### src/rtl/addsub_flag_unit.sv
// Two-stage pipelined 32-bit adder/subtractor with Z/V/N flags for the branch/set comparer.
// The carry chain is split at bit 16; the low half is summed on accept, the high half and flags on advance.
module addsub_flag_unit (
  input  logic        clk,
  input  logic        rst_n,
  input  logic        flush,
  input  logic        in_valid,
  output logic        in_ready,
  input  logic [31:0] a,
  input  logic [31:0] b,
  input  logic        sub,
  input  logic [2:0]  ctrl_in,
  output logic        out_valid,
  input  logic        out_ready,
  output logic [31:0] result,
  output logic        Z,
  output logic        V,
  output logic        N,
  output logic [2:0]  ctrl_out
);

  logic        s1_valid;
  logic [15:0] s1_lo;
  logic        s1_c16;
  logic [15:0] s1_a_hi;
  logic [15:0] s1_b_hi;
  logic [2:0]  s1_ctrl;
  logic        s2_valid;

  logic        s2_take;
  logic        s1_move;
  logic        accept;
  logic [31:0] b_eff;
  logic [16:0] lo_sum;
  logic [16:0] hi_sum;
  logic [31:0] sum;
  logic        v_next;

  // NOTE: every signal driven here gets a value on every path, so no latch is inferred.
  always_comb begin
    s2_take  = !s2_valid || out_ready;
    s1_move  = s1_valid && s2_take;
    in_ready = !s1_valid || s2_take;
    accept   = in_valid && in_ready;

    b_eff  = sub ? ~b : b;
    lo_sum = {1'b0, a[15:0]} + {1'b0, b_eff[15:0]} + {16'd0, sub};
    hi_sum = {1'b0, s1_a_hi} + {1'b0, s1_b_hi} + {16'd0, s1_c16};
    sum    = {hi_sum[15:0], s1_lo};
    // Overflow: operands share a sign and the wrapped sum does not.
    v_next = (s1_a_hi[15] == s1_b_hi[15]) && (sum[31] != s1_a_hi[15]);
  end

  assign out_valid = s2_valid;

  // NOTE: sequential state uses non-blocking assignments so all registers update together at the edge.
  always_ff @(posedge clk or negedge rst_n) begin
    if (!rst_n) begin
      s1_valid <= 1'b0;
      s1_lo    <= '0;
      s1_c16   <= 1'b0;
      s1_a_hi  <= '0;
      s1_b_hi  <= '0;
      s1_ctrl  <= '0;
    end else begin
      if (flush)        s1_valid <= 1'b0;
      else if (accept)  s1_valid <= 1'b1;
      else if (s1_move) s1_valid <= 1'b0;

      if (accept) begin
        s1_lo   <= lo_sum[15:0];
        s1_c16  <= lo_sum[16];
        s1_a_hi <= a[31:16];
        s1_b_hi <= b_eff[31:16];
        s1_ctrl <= ctrl_in;
      end
    end
  end

  always_ff @(posedge clk or negedge rst_n) begin
    if (!rst_n) begin
      s2_valid <= 1'b0;
      result   <= '0;
      Z        <= 1'b0;
      V        <= 1'b0;
      N        <= 1'b0;
      ctrl_out <= '0;
    end else begin
      if (flush)        s2_valid <= 1'b0;
      else if (s2_take) s2_valid <= s1_move;

      // Output registers only change when a transaction moves up, so they hold under backpressure.
      if (s1_move) begin
        result   <= sum;
        Z        <= (sum == 32'd0);
        V        <= v_next;
        N        <= sum[31] ^ v_next;
        ctrl_out <= s1_ctrl;
      end
    end
  end

endmodule

### config.mk
export PLATFORM = sky130hd
export DESIGN_NAME = addsub_flag_unit
export DESIGN_NICKNAME = d
export VERILOG_FILES = /design/src/rtl/addsub_flag_unit.sv
export SDC_FILE = /design/constraint.sdc
export NUM_CORES = 1
export LEC_CHECK = 0
export CAP_MARGIN = 30
export CORE_MARGIN = 3
export CORE_UTILIZATION = 36
export CTS_CLUSTER_SIZE = 14
export DETAILED_ROUTE_END_ITERATION = 16
export PLACE_DENSITY = 0.62
export SYNTH_ARGS = -nofsm -noshare
export SYNTH_HDL_FRONTEND = slang
export SYNTH_SLANG_ARGS = --single-unit
export TNS_END_PERCENT = 1
### constraint.sdc
create_clock -name clk -period 2.84 [get_ports clk]
set_input_delay 0.568 -clock clk [delete_from_list [all_inputs] [get_ports clk]]
set_output_delay 0.568 -clock clk [all_outputs]
set_load 0.02 [all_outputs]
==> impl_table.tex, run 1 <==
\begin{tabular}{lr}
\hline
Metric & Value \\
\hline
\multicolumn{2}{l}{\textbf{Synthesis}} \\
Number of flops mapped to enable cells by yosys & 0 \\
Post-synthesis cell type count & 58 \\
Post-synthesis cell type with the largest combined area & sky130\_fd\_sc\_hd\_\_dfrtp\_1 \\
Post-Syn Nets & 586 \\
Gate count after technology mapping & 481 \\
Main flop type after synthesis & sky130\_fd\_sc\_hd\_\_dfrtp\_1 \\
Leading cell type by number of instances after synthesis & sky130\_fd\_sc\_hd\_\_dfrtp\_1 \\
Count of warnings emitted by yosys & 0 \\
Most common library cells after synthesis & 92 x sky130\_fd\_sc\_hd\_\_dfrtp\_1, 57 x sky130\_fd\_sc\_hd\_\_nand2\_1, 43 x sky130\_fd\_sc\_hd\_\_mux2\_2, 43 x sky130\_fd\_sc\_hd\_\_o21ai\_0, 30 x sky130\_fd\_sc\_hd\_\_xnor2\_1 \\
Seq/Total Area, Yosys & 44.9\% \\
Area share of the leading cell type in the synthesized netlist & 44.9\% \\
Fraction of synthesis flops using an asynchronous set or reset pin & 100\% \\
Summed instance area of the synthesized netlist & 5130 µm² \\
Synth Register Bits & 92 \\
Biggest area contributors in the synthesized netlist & sky130\_fd\_sc\_hd\_\_dfrtp\_1 45\%, sky130\_fd\_sc\_hd\_\_mux2\_2 9.4\%, sky130\_fd\_sc\_hd\_\_ha\_1 7.1\% \\
Average footprint of a synthesized cell & 10.7 µm² \\
\multicolumn{2}{l}{\textbf{GRT}} \\
Initial antenna violation count & 0 \\
Pin count of the biggest net entering global routing & 63 \\
Global-route wire length before repair & 20100 µm \\
Residual overflow from global routing & 0 \\
GRT Total Usage & 15.7\% \\
Vias in the first global route & 4143 \\
\multicolumn{2}{l}{\textbf{Place}} \\
Placed wire-length estimate after detailed placement & 9230 µm \\
Port Buf Inserts & 112 \\
Final Wtd Congestion & 0.777 \\
\multicolumn{2}{l}{\textbf{Worst setup path}} \\
Cell family with most CP delay & simple AND/OR/NAND/NOR gates \\
Register-to-register setup slack & 0.09 ns \\
CP Max Fanout & 2 \\
Kind of critical path & flip-flop to flip-flop \\
Bufs and invs on worst path & 1 \\
Register-to-Register Path Depth & 9 \\
Cell with the biggest individual delay on the critical path & sky130\_fd\_sc\_hd\_\_fa\_2 \\
Crit path top cell by count & sky130\_fd\_sc\_hd\_\_fa\_2 \\
Cell-by-cell listing of the critical path & fa\_2, inv\_1, fa\_2, or4b\_4, nor4b\_2, nand3b\_1, a2111oi\_4, nand4\_1, o21ai\_1 \\
Stage delay of the slowest cell on the critical path & 0.53 ns \\
WP data arrival & 3.02 ns \\
Kind of end point of the critical path & flip-flop \\
Startpoint of the lowest-slack register-to-register path & s1\_c16 \\
FF-to-FF End & Z \\
Critical path data required time & 3.11 ns \\
Startpoint type of the worst setup path & flip-flop \\
\multicolumn{2}{l}{\textbf{CTS}} \\
Clock latency on the worst-skew pair & 0.35 ns \\
Worst-case clock buffer depth & 2 \\
Total number of clock tree sinks & 92 \\
Clock buffer count from CTS & 9 \\
Clock root buffer & sky130\_fd\_sc\_hd\_\_clkbuf\_16 \\
CTS tree & done \\
Number of H-tree levels & 3 \\
CTS clk-pin slew, worst paths & 0.06 ns \\
\multicolumn{2}{l}{\textbf{Drt}} \\
Post-detailed-route DRC marker count & 0 \\
Antenna Violating Nets Remaining & 0 \\
Total wire length & 11900 µm \\
Count of TritonRoute iterations in the first routing pass & 6 \\
Avg WL per Cell & 14.9 µm \\
Violation count after the first detailed-routing iteration & 157 \\
Total vias in the final route & 3933 \\
Detail-routed via count per cell & 4.91 \\
\multicolumn{2}{l}{\textbf{Layout}} \\
Fraction of layout instances using a drive strength above 1 & 18.7\% \\
Share of the core filled with cells & 51.8\% \\
Antenna diode instance count & 0 \\
Number of nets in the layout & 725 \\
Area growth from synthesis to final layout & 36.9\% \\
\multicolumn{2}{l}{\textbf{STA}} \\
Number of max-slew violations in the final report & 0 \\
Fraction of the cycle the final worst path needs & 96.7\% \\
RSZ-0062 raised after global routing & yes \\
Actual slew at the worst max-slew pin & 0.802 ns \\
Number of endpoints failing setup at the final stage & 0 \\
Shortest clock period the worst path allows after layout & 2.75 ns \\
Worst clock skew & 0.00989 ns \\
Max Fclk & 364 MHz \\
Number of hold violations in the final report & 0 \\
Hold Slack & 0.308 ns \\
Worst slew slack as a fraction of its limit & 46.6\% \\
\multicolumn{2}{l}{\textbf{Floorplanning}} \\
Top-Level Pins & 113 \\
Die outline width & 125 µm \\
Die ar. & 15700 µm² \\
Height of the chip & 125 µm \\
Floorplan Core Area & 13600 µm² \\
Effective utilization at floorplan & 37.8\% \\
Cell Rows & 42 \\
\multicolumn{2}{l}{\textbf{Power and ir drop}} \\
Maximum vdd drop & 0.000307 V \\
Power density relative to cell area & 704 nW/µm² \\
Leak pwr & 3.03 nW \\
\multicolumn{2}{l}{\textbf{Min path}} \\
Worst min-delay path class & input port to async pin \\
\multicolumn{2}{l}{\textbf{Status}} \\
Run status & finished, final reports clean \\
\multicolumn{2}{l}{\textbf{Job}} \\
Max-cap violation count & 0 \\
\hline
\end{tabular}
[per-layer routing]
layer	vias up	GRT usage, %	routed length (µm)
met4	0	5.93	187
met3	10	3.28	561
li1	1981	-	-
met5	-	0	0
met1	1855	18.8	5160
met2	87	27.7	6020
[kinds of logic after synthesis]
group,Yosys count,synth area share [%]
simple gates,114,11.1
flops,92,44.9
xor+xnor,54,9.23
mux,44,9.64
compound gates,112,14.4
fa+ha+maj,32,8.25
buf+inv,33,2.44
[per-stage QoR]
| stage | std cells | area (µm²) | TNS [ns] | power, W | worst slack (ns) |
|---|---|---|---|---|---|
| finish | 801 | 7020 | 0 | 0.00494 | 0.0937 |
| global route | 801 | 7020 | -0.0130 | 0.00525 | -0.0130 |
| CTS | 799 | 6980 | 0 | 0.00499 | 0.0150 |
| detailed placement | 782 | 6650 | -2.41 | 0.00372 | -0.481 |
| global placement | 782 | 6650 | -1.91 | 0.00367 | -0.432 |
| floorplan | 481 | 5150 | 0 | 0.00288 | 0.0218 |
[area by class of cell]
cell class / instances / area [µm²]
fill: 1229 / 6540
multi-input combinational: 356 / 2740
sequential: 92 / 2300
timing repair buffer: 147 / 1390
clock buffer: 13 / 270
tap: 176 / 220
inverter: 14 / 52.6
clock inverter: 3 / 43.8
[power breakdown]
group	switching [W]	internal, W
clock network	0.000490	0.000754
registers	0.000210	0.00162
logic	0.000904	0.000963
[repair_timing]
| action | in CTS | in global routing |
|---|---|---|
| setup endpoints to repair | 3 | 4 |
| pin swaps | 1 | 11 |
| gates resized for setup | 3 | 8 |
| hold buffers | 0 | 0 |
| buffers inserted | 1 | 2 |
[worst max path at each step]
stage                 from      to  cells after the start
detailed placement    b[0]  s1_c16                     11
finish              s1_c16       Z                      9
global route        s1_c16       Z                      9
floorplan              sub  s1_c16                     11
CTS                   a[0]  s1_c16                     11
global placement      b[0]  s1_c16                     11
[sequential cells by signal (all words and copies together) (netlist names)]
name,flops
s1_c16,1
s1_lo,16
result,32
Z,1
N,1
V,1
ctrl_out,3
s1_valid,1
s1_b_hi,16
s1_ctrl,3
s1_a_hi,16
out_valid,1
[placed cells by master (no fill, tap or decap), types with 2 or more instances in the layout]
| cell | Yosys | final |
|---|---|---|
| sky130_fd_sc_hd__o31a_1 | 2 | 2 |
| sky130_fd_sc_hd__mux2_2 | 43 | 43 |
| sky130_fd_sc_hd__nor3_2 | 2 | 2 |
| sky130_fd_sc_hd__a221oi_2 | 2 | 2 |
| sky130_fd_sc_hd__clkbuf_8 | 0 | 3 |
| sky130_fd_sc_hd__xnor2_1 | 30 | 30 |
| sky130_fd_sc_hd__nor3_1 | 5 | 5 |
| sky130_fd_sc_hd__nor4_1 | 3 | 3 |
| sky130_fd_sc_hd__nor2_1 | 13 | 13 |
| sky130_fd_sc_hd__nand3_1 | 5 | 5 |
| sky130_fd_sc_hd__or3_1 | 2 | 2 |
| sky130_fd_sc_hd__nor3b_1 | 2 | 2 |
| sky130_fd_sc_hd__o21ai_1 | 4 | 4 |
| sky130_fd_sc_hd__nand4_1 | 2 | 2 |
| sky130_fd_sc_hd__buf_4 | 0 | 35 |
| sky130_fd_sc_hd__clkbuf_16 | 0 | 9 |
| sky130_fd_sc_hd__o2111ai_1 | 4 | 4 |
| sky130_fd_sc_hd__fa_2 | 0 | 3 |
| sky130_fd_sc_hd__or4_1 | 2 | 2 |
| sky130_fd_sc_hd__a21boi_0 | 3 | 3 |
| sky130_fd_sc_hd__nand2_1 | 57 | 56 |
| sky130_fd_sc_hd__nand2b_1 | 3 | 2 |
| sky130_fd_sc_hd__a21oi_1 | 19 | 18 |
| sky130_fd_sc_hd__xor2_1 | 24 | 23 |
| sky130_fd_sc_hd__clkdlybuf4s50_1 | 0 | 108 |
| sky130_fd_sc_hd__o21ai_0 | 43 | 43 |
| sky130_fd_sc_hd__o21bai_1 | 4 | 3 |
| sky130_fd_sc_hd__dfrtp_1 | 92 | 92 |
| sky130_fd_sc_hd__o31ai_1 | 6 | 5 |
| sky130_fd_sc_hd__and3_1 | 2 | 2 |
| sky130_fd_sc_hd__nor2b_1 | 2 | 2 |
| sky130_fd_sc_hd__a21o_1 | 5 | 5 |
| sky130_fd_sc_hd__nand3b_1 | 5 | 5 |
| sky130_fd_sc_hd__o21a_1 | 4 | 4 |
| sky130_fd_sc_hd__o211ai_1 | 3 | 3 |
| sky130_fd_sc_hd__ha_1 | 29 | 29 |
| sky130_fd_sc_hd__inv_1 | 14 | 14 |
Note: power is estimated with default switching activity, not from simulation.
==> run 2, diff against run 1 <==
- CELL_PAD_IN_SITES_DETAIL_PLACEMENT: unset -> 0
- CELL_PAD_IN_SITES_GLOBAL_PLACEMENT: unset -> 1
- PLACE_DENSITY: 0.62 -> 0.76
- RECOVER_POWER: unset -> 25
==> run 2 against run 1 <==
  * Clock power is 4% higher
  * Largest cell class unchanged
  * Clock skew increased by 0.00097 ns
  * Total power up 1.1%
  * Wire length is 1.6% lower
  * Worst setup slack better by 0.023 ns
  * Critical path depth unchanged
  * Final cell count shrank 0.50%
  * Fmax rose by 0.84%
  * Register-to-register slack gained 0.02 ns
  * The flow now finishes with violations (max-capacitance violations, max-slew violations)
  * Sequential power about the same
  * Sequential share of layout area down 0.10 points
==> impl_table.tex, run 2 (synthesis results as in run 1) <==
\begin{tabular}{lr}
\hline
Metric & Value \\
\hline
\multicolumn{2}{l}{\textbf{Drt}} \\
Detail-routed via count per cell & 4.89 (was 4.91) \\
Violation count after the first detailed-routing iteration & 126 (was 157) \\
Total wire length & 11700 µm (was 11900 µm) \\
Post-detailed-route DRC marker count & 0 (unchanged) \\
Count of TritonRoute iterations in the first routing pass & 4 (was 6) \\
Total vias in the final route & 3900 (was 3933) \\
Avg WL per Cell & 14.7 µm (was 14.9 µm) \\
Antenna Violating Nets Remaining & 0 (unchanged) \\
\multicolumn{2}{l}{\textbf{Place}} \\
Placed wire-length estimate after detailed placement & 9140 µm (was 9230 µm) \\
Pre-CTS setup slack & -0.495 ns (was -0.481 ns) \\
Port Buf Inserts & 112 (unchanged) \\
Placed Instances & 780 (was 782) \\
Final Wtd Congestion & 0.745 (was 0.777) \\
Post-detailed-placement cell area & 6660 µm² (was 6650 µm²) \\
\multicolumn{2}{l}{\textbf{Floorplanning}} \\
Top-Level Pins & 113 (unchanged) \\
Floorplan Core Area & 13600 µm² (unchanged) \\
Height of the chip & 125 µm (unchanged) \\
Effective utilization at floorplan & 37.8\% (unchanged) \\
Cell Rows & 42 (unchanged) \\
Die outline width & 125 µm (unchanged) \\
Die ar. & 15700 µm² (unchanged) \\
\multicolumn{2}{l}{\textbf{Worst setup path}} \\
Cell-by-cell listing of the critical path & fa\_2, inv\_2, fa\_2, or4b\_4, nor4b\_4, nand3b\_1, a2111oi\_4, nand4\_1, o21ai\_1 (was fa\_2, inv\_1, fa\_2, or4b\_4, nor4b\_2, nand3b\_1, a2111oi\_4, nand4\_1, o21ai\_1) \\
CP Max Fanout & 2 (unchanged) \\
Kind of critical path & flip-flop to flip-flop (unchanged) \\
Crit path top cell by count & sky130\_fd\_sc\_hd\_\_fa\_2 (unchanged) \\
Cell with the biggest individual delay on the critical path & sky130\_fd\_sc\_hd\_\_fa\_2 (unchanged) \\
Stage delay of the slowest cell on the critical path & 0.52 ns (was 0.53 ns) \\
WP data arrival & 2.98 ns (was 3.02 ns) \\
Kind of end point of the critical path & flip-flop (unchanged) \\
Startpoint type of the worst setup path & flip-flop (unchanged) \\
Critical path data required time & 3.09 ns (was 3.11 ns) \\
\multicolumn{2}{l}{\textbf{GRT}} \\
Met3 usage in global routing & 3.07\% (was 3.28\%) \\
Met1 routing resource usage after global routing & 19.3\% (was 18.8\%) \\
Initial antenna violation count & 0 (unchanged) \\
Residual overflow from global routing & 0 (unchanged) \\
Global-route wire length before repair & 20000 µm (was 20100 µm) \\
GRT Total Usage & 15.3\% (was 15.7\%) \\
GR Layer Usage met2 & 27.3\% (was 27.7\%) \\
Vias in the first global route & 4132 (was 4143) \\
Pin count of the biggest net entering global routing & 66 (was 63) \\
Highest-utilization routing layer at the global route stage & met2 (unchanged) \\
\multicolumn{2}{l}{\textbf{Power and ir drop}} \\
Maximum vdd drop & 0.000277 V (was 0.000307 V) \\
Total net switching power & 0.00159 W (was 0.00160 W) \\
Switching part of the total power & 31.9\% (was 32.4\%) \\
Leak pwr & 3.03 nW (about the same) \\
Sequential power share & 36.7\% (was 37.0\%) \\
Power density relative to cell area & 710 nW/µm² (was 704 nW/µm²) \\
Power share of the clock group & 25.9\% (was 25.2\%) \\
Int Power & 0.00340 W (was 0.00334 W) \\
Fraction of power consumed by combinational cells & 37.4\% (was 37.8\%) \\
\multicolumn{2}{l}{\textbf{CTS}} \\
Clock buffer count from CTS & 9 (unchanged) \\
Clock root buffer & sky130\_fd\_sc\_hd\_\_clkbuf\_16 (unchanged) \\
CTS tree & done (unchanged) \\
Number of H-tree levels & 3 (unchanged) \\
Total number of clock tree sinks & 92 (unchanged) \\
CTS clk-pin slew, worst paths & 0.06 ns (about the same) \\
Worst-case clock buffer depth & 2 (unchanged) \\
Clock latency on the worst-skew pair & 0.33 ns (was 0.35 ns) \\
\multicolumn{2}{l}{\textbf{STA}} \\
Max Fclk & 367 MHz (was 364 MHz) \\
Fraction of the cycle the final worst path needs & 95.9\% (was 96.7\%) \\
RSZ-0062 raised after global routing & yes (unchanged) \\
Number of max-slew violations in the final report & 35 (was 0) \\
Number of endpoints failing setup at the final stage & 0 (unchanged) \\
Number of hold violations in the final report & 0 (unchanged) \\
Hold Slack & 0.471 ns (was 0.308 ns) \\
Worst setup margin & 0.117 ns (was 0.0937 ns) \\
Worst clock skew & 0.0109 ns (was 0.00989 ns) \\
Worst slew slack as a fraction of its limit & -23.7\% (was 46.6\%) \\
Actual slew at the worst max-slew pin & 1.86 ns (was 0.802 ns) \\
Setup TNS & 0 ns (unchanged) \\
Shortest clock period the worst path allows after layout & 2.72 ns (was 2.75 ns) \\
\multicolumn{2}{l}{\textbf{Layout}} \\
Leading cell type in the layout, fill and taps excluded & sky130\_fd\_sc\_hd\_\_clkdlybuf4s50\_1 (unchanged) \\
Number of nets in the layout & 721 (was 725) \\
Antenna diode instance count & 0 (unchanged) \\
Register bank with the most flops & result (unchanged) \\
Number of standard cells in the final layout excluding fillers & 797 (was 801) \\
Flip-flop count of the largest register after layout & 32 (unchanged) \\
Summed area of non-filler cells in the final layout & 7040 µm² (was 7020 µm²) \\
Commonest cells after routing, fill and taps aside & 108 x sky130\_fd\_sc\_hd\_\_clkdlybuf4s50\_1, 92 x sky130\_fd\_sc\_hd\_\_dfrtp\_1, 56 x sky130\_fd\_sc\_hd\_\_nand2\_1 (unchanged) \\
Fraction of layout instances using a drive strength above 1 & 18.2\% (was 18.7\%) \\
Area growth from synthesis to final layout & 37.3\% (was 36.9\%) \\
Fillers & 1201 (was 1229) \\
\multicolumn{2}{l}{\textbf{Status}} \\
Run status & finished with violations (was finished, final reports clean) \\
Violations in the final reports & max-capacitance violations, max-slew violations \\
\multicolumn{2}{l}{\textbf{Job}} \\
Max-cap violation count & 1 (was 0) \\
\multicolumn{2}{l}{\textbf{Min path}} \\
Worst min-delay path class & flip-flop to flip-flop (was input port to async pin) \\
\hline
\end{tabular}
## run 2: final timing paths
check / cells past startpoint / end / from / slack (ns)
worst max-delay path: 9 / Z / s1_b_hi[0] / 0.12
worst min-delay path: 2 / result[24] / result[24] / 0.47
worst max register to register: 9 / Z / s1_b_hi[0] / 0.12
worst min register to register: 2 / result[24] / result[24] / 0.47
max in group asynchronous: 2 / s1_a_hi[1] / rst_n / 1.02
min in group asynchronous: 1 / N / rst_n / 0.74
## run 2: stage by stage
step / utilization [%] / power (W)
4_1_cts: 51.7 / 0.00505
3_3_place_gp: 49.1 / 0.00368
2_1_floorplan: - / 0.00288
5_1_grt: 51.9 / 0.00531
6_report: 51.9 / 0.00500
3_5_place_dp: 49.1 / 0.00372
## run 2: cell type report
| type | count | area (µm²) | area share [%] |
|---|---|---|---|
| clock inverter | 3 | 68.8 | 0.978 |
| sequential | 92 | 2300 | 32.7 |
| inverter | 14 | 52.6 | 0.747 |
| multi-input combinational | 356 | 2750 | 39.1 |
| clock buffer | 13 | 260 | 3.70 |
| timing repair buffer | 143 | 1380 | 19.6 |
| tap | 176 | 220 | 3.13 |
## run 2: worst max-delay path: cells and delay by family, from the launching register on
| family | cells | cell delay [ns] |
|---|---|---|
| AND/OR/NAND/NOR | 4 | 1.09 |
| adder cells (fa/ha/maj) | 2 | 0.76 |
| buffers and inverters | 1 | 0.04 |
| AO/OA/AOI/OAI | 2 | 0.38 |
| flip-flops | 1 | 0.39 |
## run 2: power by group through the flow
stage | Sequential (W) | Clock (W) | Combinational (W)
after floorplan | 0.00203 | 0 | 0.000854
after global placement | 0.00185 | 0 | 0.00183
after detailed placement | 0.00186 | 0 | 0.00186
after CTS | 0.00184 | 0.00133 | 0.00188
after global routing | 0.00188 | 0.00138 | 0.00205
final | 0.00183 | 0.00129 | 0.00187
## run 2: repair_timing
item | in CTS | in global routing
pin swaps | 1 | 10
hold endpoints to repair | 0 | 0
hold buffers | 0 | 0
setup buffers | 1 | 0
resized for setup | 3 | 10
endpoints found under the setup margin | 2 | 5
## run 2: routing by layer
metal | part of all wire [%] | vias up | wire (µm)
met4 | 0.80 | 0 | 94
met5 | 0 | - | 0
met1 | 42 | 1826 | 4950
met3 | 4.9 | 9 | 578
met2 | 52 | 83 | 6120
li1 | - | 1982 | -
